[src/rtl/ex_mem_stage.sv]
// EX/MEM pipeline register with a two-entry skid buffer (main + skid) and optional branch resolution.
// Define EX_MEM_BRANCH_RESOLVE_EN to compile the registered branch_taken/branch_target logic.
module ex_mem_stage (
  input  logic        clk,
  input  logic        reset,
  input  logic        in_valid,
  output logic        in_ready,
  input  logic [31:0] alu_result,
  input  logic        zero_flag,
  input  logic [31:0] store_data,
  input  logic [4:0]  dest_reg,
  input  logic        mem_read,
  input  logic        mem_write,
  input  logic        reg_write,
  input  logic        branch,
  input  logic [31:0] pc_plus4,
  input  logic [31:0] branch_offset,
  input  logic        flush,
  output logic        out_valid,
  input  logic        out_ready,
  output logic [31:0] out_alu_result,
  output logic [31:0] out_store_data,
  output logic [4:0]  out_dest_reg,
  output logic        out_mem_read,
  output logic        out_mem_write,
  output logic        out_reg_write,
  output logic        branch_taken,
  output logic [31:0] branch_target
);

  typedef struct packed {
    logic [31:0] alu;
    logic [31:0] sdata;
    logic [4:0]  dest;
    logic        mr;
    logic        mw;
    logic        rw;
  } entry_t;

  entry_t main_q, main_d, skid_q, skid_d, in_e;
  logic   main_vld_q, main_vld_d, skid_vld_q, skid_vld_d;
  logic   accept, xfer;

  assign in_e   = '{alu: alu_result, sdata: store_data, dest: dest_reg,
                    mr: mem_read, mw: mem_write, rw: reg_write};
  assign in_ready = !skid_vld_q;
  assign accept   = in_valid && in_ready;
  assign xfer     = main_vld_q && out_ready;

  always_comb begin
    main_d     = main_q;
    skid_d     = skid_q;
    main_vld_d = main_vld_q;
    skid_vld_d = skid_vld_q;
    if (flush) begin
      main_vld_d = 1'b0;
      skid_vld_d = 1'b0;
    end else if (skid_vld_q) begin
      // in_ready is low here, so only a skid->main move can happen
      if (xfer) begin
        main_d     = skid_q;
        skid_vld_d = 1'b0;
      end
    end else if (accept) begin
      if (!main_vld_q || xfer) begin
        main_d     = in_e;
        main_vld_d = 1'b1;
      end else begin
        skid_d     = in_e;
        skid_vld_d = 1'b1;
      end
    end else if (xfer) begin
      main_vld_d = 1'b0;
    end
  end

  always_ff @(posedge clk) begin
    if (reset) begin
      main_q     <= '0;
      skid_q     <= '0;
      main_vld_q <= 1'b0;
      skid_vld_q <= 1'b0;
    end else begin
      main_q     <= main_d;
      skid_q     <= skid_d;
      main_vld_q <= main_vld_d;
      skid_vld_q <= skid_vld_d;
    end
  end

  assign out_valid      = main_vld_q;
  assign out_alu_result = main_q.alu;
  assign out_store_data = main_q.sdata;
  assign out_dest_reg   = main_q.dest;
  assign out_mem_read   = main_q.mr;
  assign out_mem_write  = main_q.mw;
  assign out_reg_write  = main_q.rw;

`ifdef EX_MEM_BRANCH_RESOLVE_EN
  logic        br_taken_q, br_taken_d;
  logic [31:0] br_target_q, br_target_d;

  always_comb begin
    br_taken_d  = accept && branch && zero_flag && !flush;
    br_target_d = br_taken_d ? pc_plus4 + {branch_offset[29:0], 2'b00} : br_target_q;
  end

  always_ff @(posedge clk) begin
    if (reset) begin
      br_taken_q  <= 1'b0;
      br_target_q <= '0;
    end else begin
      br_taken_q  <= br_taken_d;
      br_target_q <= br_target_d;
    end
  end

  assign branch_taken  = br_taken_q;
  assign branch_target = br_target_q;
`else
  logic unused_branch_inputs;
  assign unused_branch_inputs = ^{branch, zero_flag, pc_plus4, branch_offset};
  assign branch_taken  = 1'b0;
  assign branch_target = '0;
`endif

endmodule

[config.mk]
export PLATFORM = sky130hd
export DESIGN_NAME = ex_mem_stage
export DESIGN_NICKNAME = d
export VERILOG_FILES = /design/src/rtl/ex_mem_stage.sv
export SDC_FILE = /design/constraint.sdc
export NUM_CORES = 1
export LEC_CHECK = 0
export ABC_AREA = 1
export CAP_MARGIN = 0
export CORE_ASPECT_RATIO = 1.25
export CORE_MARGIN = 2
export CORE_UTILIZATION = 50
export CTS_CLUSTER_SIZE = 12
export DETAILED_ROUTE_END_ITERATION = 6
export GPL_TIMING_DRIVEN = 0
export PLACE_DENSITY = 0.87
export SLEW_MARGIN = 20
export SYNTH_ARGS = -nofsm -noshare
export SYNTH_HDL_FRONTEND = slang
export SYNTH_SLANG_ARGS = --single-unit
[constraint.sdc]
create_clock -name clk -period 3.52 [get_ports clk]
set_input_delay 0.704 -clock clk [delete_from_list [all_inputs] [get_ports clk]]
set_output_delay 0.704 -clock clk [all_outputs]
set_load 0.03 [all_outputs]
==> results.md, run 1 <==
* Commonest cells after routing, fill and taps aside: nor2_1, nand2_1, clkdlybuf4s50_1, inv_1, dfxtp_1
* Starting density of the core at 0.510
* Fin Hold WS at 0.467 ns
* Antenna-violating nets left at 0
* Post-synthesis sequential area ratio at 0.398
* Syn avg cell area at 6.06 sq um
* Slew @ Worst Pin at around 0.63 ns
* Hold Path Class: reg -> reg
* Kind of critical path: reg -> out
* Max Fclk at 0.443 GHz
* CP Launch Type: flop
* Buffer count from post-CTS setup fixing at 0
* Worst VDD drop at 0.000345 V
* Initial antenna violation count at 0
* Final-report setup violation count at 0
* Global-route wire length before repair at 31.2 mm
* Core ar. at around 0.014 sq mm
* Hold_sp: skid_q[43]$_SDFFE_PP0P_
* Gr ovfl total at 0
* Area grow syn2layout at 33.2%
* Final min period at 2.26 ns
* H-tree depth at 4
* Top reg by flops: skid_q
* Routed WL per cell at between 10 and 15 microns
* CP Data Arrival Time at 1.56 ns
* # hold bufs at CTS at 0
* Die width at between 100 and 150 microns
* Placement Rows at 49
* Layout net count at 1,558
* Worst EP required at 2.82 ns
* Routed vias at 7,592
* Unrepaired setup endpoints after global routing: no
* Clk Latency, worst-skew pair at between 0.4 and 0.5 ns
* CTS Buf Count at 17
* Gp weighted congestion at 0.843
* Ys Warns at 0
* Iteration-0 DRC count of the detailed router at 529
* Clock sink count at 146
* CTS Root Cell: clkbuf_16
* PD cells at 443 mW/mm^2
* Max reg flops at 72
* Crit path from: skid_vld_q$_SDFF_PP0_
* CTS tree: yes
* DRC at 0
* Hold Fails Final Rpt at 0
* Die Y at 140 microns
* Leak pwr at 5.23 nW
* Max Slew Vio Count at 0
* TNS Setup at 0 ns
* Final HPWL from detailed placement at approximately 14 mm
* Tot GR Track Use at 0.244
* Placed cells at 1,574
* Post-synthesis cell type count at 16
* Largest net degree at the start of global routing at 17
* IO Count at 250
* Final wirelength at 19.1 mm
* Endpoint class of the critical path: primary output
* Share of layout cells above drive strength 1 at 0.0840
* Yosys reg bits at 146
* Drt pass-1 iters at 5
* Final Cycle Share at 0.642
* Non-filler cells, final at roughly 1.6k
* Pre-CTS setup slack at 0.919 ns
* Maxcap violations at 0
* Fillers at around 1.3k
* Relative slew slack at 0.582
* Clk buf depth at 2
* Drt via density at 4.73
* Beginning of the worst register-to-register path: skid_vld_q$_SDFF_PP0_
* Commonest non-fill, non-tap cell in the layout: nor2_1
* Die area at 0.0157 sq mm
* Crit path max fanout at 5
* CTS clk-pin slew, worst paths at 0.06 ns
* Post_cts resized at 0
* Number of global-route vias before repair at roughly 6.9k
* # diodes at 0
* Status: finished, final reports clean
* Final WS setup at 1.26 ns
* Post-synthesis instance total at 1,214
* Worst Skew at roughly 0.011 ns
* Synthesized cell area at 0.00735 sq mm
* I/O Buffers at 150
-- path summary, 6_finish.rpt --
kind	endpoint	slack, ns	cells past startpoint
min	skid_q[43]$_SDFFE_PP0P_	0.47	2
min reg2reg	skid_q[43]$_SDFFE_PP0P_	0.47	2
max reg2reg	out_alu_result[30]$_SDFFE_PP0P_	1.70	6
max	in_ready	1.26	2
-- synth_stat cells --
cell | number | area, sq um
nor2_1 | 432 | 1620
nand2_1 | 226 | 848
inv_1 | 147 | 552
dfxtp_1 | 146 | 2920
nand3_1 | 145 | 726
buf_2 | 41 | 205
buf_4 | 40 | 300
clkbuf_1 | 20 | 75.1
buf_1 | 6 | 22.5
inv_2 | 3 | 11.3
nor2_4 | 3 | 33.8
a21oi_1 | 1 | 5.00
a21oi_2 | 1 | 8.76
a31o_2 | 1 | 8.76
conb_1 | 1 | 3.75
or2_2 | 1 | 6.26
-- worst max-delay path, stage by stage, from the launching register on --
cell and delay, ns:
dfxtp_1 0.35, inv_2 0.10, clkdlybuf4s50_1 0.67
-- metal layers --
layer / GRT usage / vias to the layer above / part of all wire
met5: 0 / - / 0
met4: 0.0995 / 0 / 0.027
met3: 0.0514 / 40 / 0.050
met2: 0.427 / 225 / 0.50
met1: 0.289 / 3386 / 0.42
li1: - / 3941 / -
-- logic make-up after synthesis --
family	Yosys count	synth area share
AOI/OAI and AO/OA	3	0.00306
buffers and inverters	257	0.159
DFF	146	0.398
other	1	0.000510
and+or+nand+nor	807	0.440
-- stage by stage --
step / power, W / util / cell area, sq um
global route: 0.00451 / 0.680 / 9790
finish: 0.00434 / 0.680 / 9790
CTS: 0.00435 / 0.680 / 9790
floorplan: 0.00226 / - / 7470
global placement: 0.00253 / 0.638 / 9200
detailed placement: 0.00254 / 0.638 / 9200
-- report_power, final --
| part | internal (W) | total, W | leakage, nW | switching [W] |
|---|---|---|---|---|
| combinational | 0.000303 | 0.000745 | 3.75 | 0.000442 |
| sequential | 0.00172 | 0.00176 | 1.19 | 0.0000369 |
| clock | 0.00114 | 0.00183 | 0.292 | 0.000689 |
| total | 0.00317 | 0.00434 | 5.23 | 0.00117 |
-- cell type report --
class | count | area, sq um | area share
Clock inverter | 11 | 135 | 0.0138
Inverter | 150 | 563 | 0.0575
Timing Repair Buffer | 150 | 1500 | 0.153
Buffer | 107 | 603 | 0.0616
Multi-Input combinational cell | 843 | 3380 | 0.345
Sequential cell | 146 | 2920 | 0.299
Tap cell | 178 | 223 | 0.0227
Clock buffer | 21 | 460 | 0.0470
(Power assumes the default switching activity.)
==> run 2, diff against run 1 <==
--- a/config.mk
+++ b/config.mk
@@ -9,11 +9,11 @@
 export CAP_MARGIN = 0
 export CORE_ASPECT_RATIO = 1.25
 export CORE_MARGIN = 2
-export CORE_UTILIZATION = 50
+export CORE_UTILIZATION = 46
 export CTS_CLUSTER_SIZE = 12
 export DETAILED_ROUTE_END_ITERATION = 6
 export GPL_TIMING_DRIVEN = 0
-export PLACE_DENSITY = 0.87
+export PLACE_DENSITY = 0.81
 export SLEW_MARGIN = 20
 export SYNTH_ARGS = -nofsm -noshare
 export SYNTH_HDL_FRONTEND = slang
==> constraint.sdc (replaced) <==
create_clock -name clk -period 2.23 [get_ports clk]
set_input_delay 0.446 -clock clk [delete_from_list [all_inputs] [get_ports clk]]
set_output_delay 0.446 -clock clk [all_outputs]
set_load 0.03 [all_outputs]
==> run 2 against run 1 <==
Effect of this change: combinational power up 57%; die area up 8.4%; cell count rose by 2.1%; cell area increased by 0.41%; worst setup slack got worse by 1.0 ns; critical endpoint is now out_store_data[14]$_SDFFE_PP0P_; largest cell class unchanged.
==> results.md, run 2 (synthesis gave the netlist of run 1 again) <==
* End of the worst register-to-register path: out_store_data[14]$_SDFFE_PP0P_
* Core ar. at 0.0156 sq mm
* Antenna-violating nets left at 0
* Buffer count from post-CTS setup fixing at 0
* CTS tree: yes
* Initial antenna violation count at 0
* Beginning of the worst register-to-register path: skid_vld_q$_SDFF_PP0_
* Hold Path Class: reg -> reg
* Critical Path Most Common Cell: nand2_1
* Hold Fails Final Rpt at 0
* Net Sw Frac at 0.273
* Worst Skew at 0.00756 ns
* Area grow syn2layout at 33.7%
* Levels on crit path at 9
* Critical-path cell list: clkdlybuf4s50_1, inv_1, nand2_1, nand2_1, nand2_1, clkbuf_1, nand3_1, nand2_1, nor2_1
* Layout net count at approximately 1.6k
* Drt pass-1 iters at 5
* CTS Root Cell: clkbuf_16
* PD cells at 695 mW/mm^2
* Final HPWL from detailed placement at 13.6 mm
* CTS clk-pin slew, worst paths at 0.06 ns
* Clk Latency, worst-skew pair at 0.41 ns
* Placement Rows at between 50 and 60
* Final WS setup at roughly 0.26 ns
* IO Count at 250
* Clock power share at 0.422
* Kind of critical path: in -> reg
* Gp weighted congestion at between 0.8 and 0.9
* Global-route wire length before repair at around 30 mm
* Routed WL per cell at 11.5 microns
* Final-report setup violation count at 0
* Register area at 0.00292 sq mm
* Clock sink count at roughly 150
* Worst VDD drop at about 0.00041 V
* Tot GR Track Use at 0.224
* # hold bufs at CTS at 0
* Endpoint class of the critical path: flop
* Worst setup endpoint: out_store_data[14]$_SDFFE_PP0P_
* Maxcap violations at 0
* Critical path buffer and inverter count at 3
* Routed vias at 7,524
* Slew @ Worst Pin at 0.825 ns
* Multi-input gate area at 0.00338 sq mm
* R2R cell count at 6
* Gate power share at 0.171
* Die width at 117 microns
* Starting density of the core at 0.470
* Status: finished, final reports clean
* I/O Buffers at 150
* Crit path max fanout at 10
* Pre-CTS setup slack at -0.116 ns
* Final Util at 0.629
* Iteration-0 DRC count of the detailed router at 585
* CTS Buf Count at 17
* Reg2Reg Setup Slack at roughly 0.32 ns
* TNS Setup at 0 ns
* Worst path slowest cell: clkdlybuf4s50_1
* Die Y at 145 microns
* Max Slew Vio Count at 0
* Share of power burned in registers at 0.407
* Final min period at 1.97 ns
* Final Power at 0.00683 W
* Psw at 0.00186 W
* Commonest non-fill, non-tap cell in the layout: nor2_1
* Leak pwr at 5.22 nW
* Number of global-route vias before repair at 6,775
* Max incr delay on CP at ~0.48 ns
* DRC at 0
* Clk buf depth at 2
* Max reg flops at 72
* Commonest cells after routing, fill and taps aside: nor2_1, nand2_1, clkdlybuf4s50_1, inv_1, dfxtp_1
* Share of layout cells above drive strength 1 at 0.0833
* Final Cycle Share at 0.885
* Unrepaired setup endpoints after global routing: no
* Relative slew slack at 0.450
* Worst EP required at around 2.5 ns
* Pint at 0.00497 W
* Final wirelength at 18.9 mm
* Largest net degree at the start of global routing at 17
* Max Fclk at 0.507 GHz
* Fillers at 1,487
* Drt via density at 4.59
* CP Data Arrival Time at 2.28 ns
* Post_cts resized at 0
* Die area at 0.0170 sq mm
* CP Launch Type: primary input
* H-tree depth at 4
* Fin Hold WS at 0.468 ns
* Gr ovfl total at 0
* # diodes at 0
* Crit path from: out_ready
* Top reg by flops: skid_q
* Family with the most delay on the worst path: simple AND/OR/NAND/NOR gates
## run 2: cell types whose count changed in the layout (fill, tap and decap cells not counted)
cell        previous run  this run
inv_6                  0         3
clkbuf_1              22        23
clkbuf_8               2         0
clkinv_2               6         2
clkinvlp_4             2         4
## run 2: worst min-delay path by stage
stage,startpoint,endpoint,slack (ns),cells past startpoint
floorplan,skid_q[0]$_SDFFE_PP0P_,skid_q[0]$_SDFFE_PP0P_,0.44,2
global placement,skid_q[40]$_SDFFE_PP0P_,skid_q[40]$_SDFFE_PP0P_,0.45,2
detailed placement,skid_q[3]$_SDFFE_PP0P_,skid_q[3]$_SDFFE_PP0P_,0.46,2
CTS,skid_q[3]$_SDFFE_PP0P_,skid_q[3]$_SDFFE_PP0P_,0.47,2
global route,skid_q[2]$_SDFFE_PP0P_,skid_q[2]$_SDFFE_PP0P_,0.49,2
finish,skid_q[28]$_SDFFE_PP0P_,skid_q[28]$_SDFFE_PP0P_,0.47,2
## run 2: stage by stage
step	instances	area [sq um]
2_1_floorplan	1246	7470
3_3_place_gp	1608	9240
3_5_place_dp	1608	9240
4_1_cts	1640	9830
5_1_grt	1640	9830
6_report	1640	9830
## run 2: layer usage
| layer | up-vias | track usage | part of all wire |
|---|---|---|---|
| li1 | 3932 | - | - |
| met1 | 3328 | 0.274 | 0.43 |
| met5 | - | 0 | 0 |
| met2 | 225 | 0.382 | 0.49 |
| met4 | 0 | 0.0900 | 0.029 |
| met3 | 39 | 0.0412 | 0.051 |
## run 2: power groups by stage
stage | logic [W] | registers, W | clock network [W]
after detailed placement | 0.00117 | 0.00284 | 0
after global routing | 0.00129 | 0.00279 | 0.00306
after CTS | 0.00117 | 0.00278 | 0.00293
after global placement | 0.00116 | 0.00283 | 0
final | 0.00117 | 0.00278 | 0.00288
after floorplan | 0.000546 | 0.00301 | 0
## run 2: worst min-delay path: cells and delay by family (launching register included)
family,cells,cell delay [ns]
and+or+nand+nor,2,0.11
DFF,1,0.32
## run 2: final cells by class
cell class,instances,area share
multi-input combinational,843,0.344
timing repair buffer,150,0.153
inverter,150,0.0573
buffer,107,0.0613
clock inverter,12,0.0159
sequential,146,0.297
clock buffer,20,0.0444
tap,212,0.0270
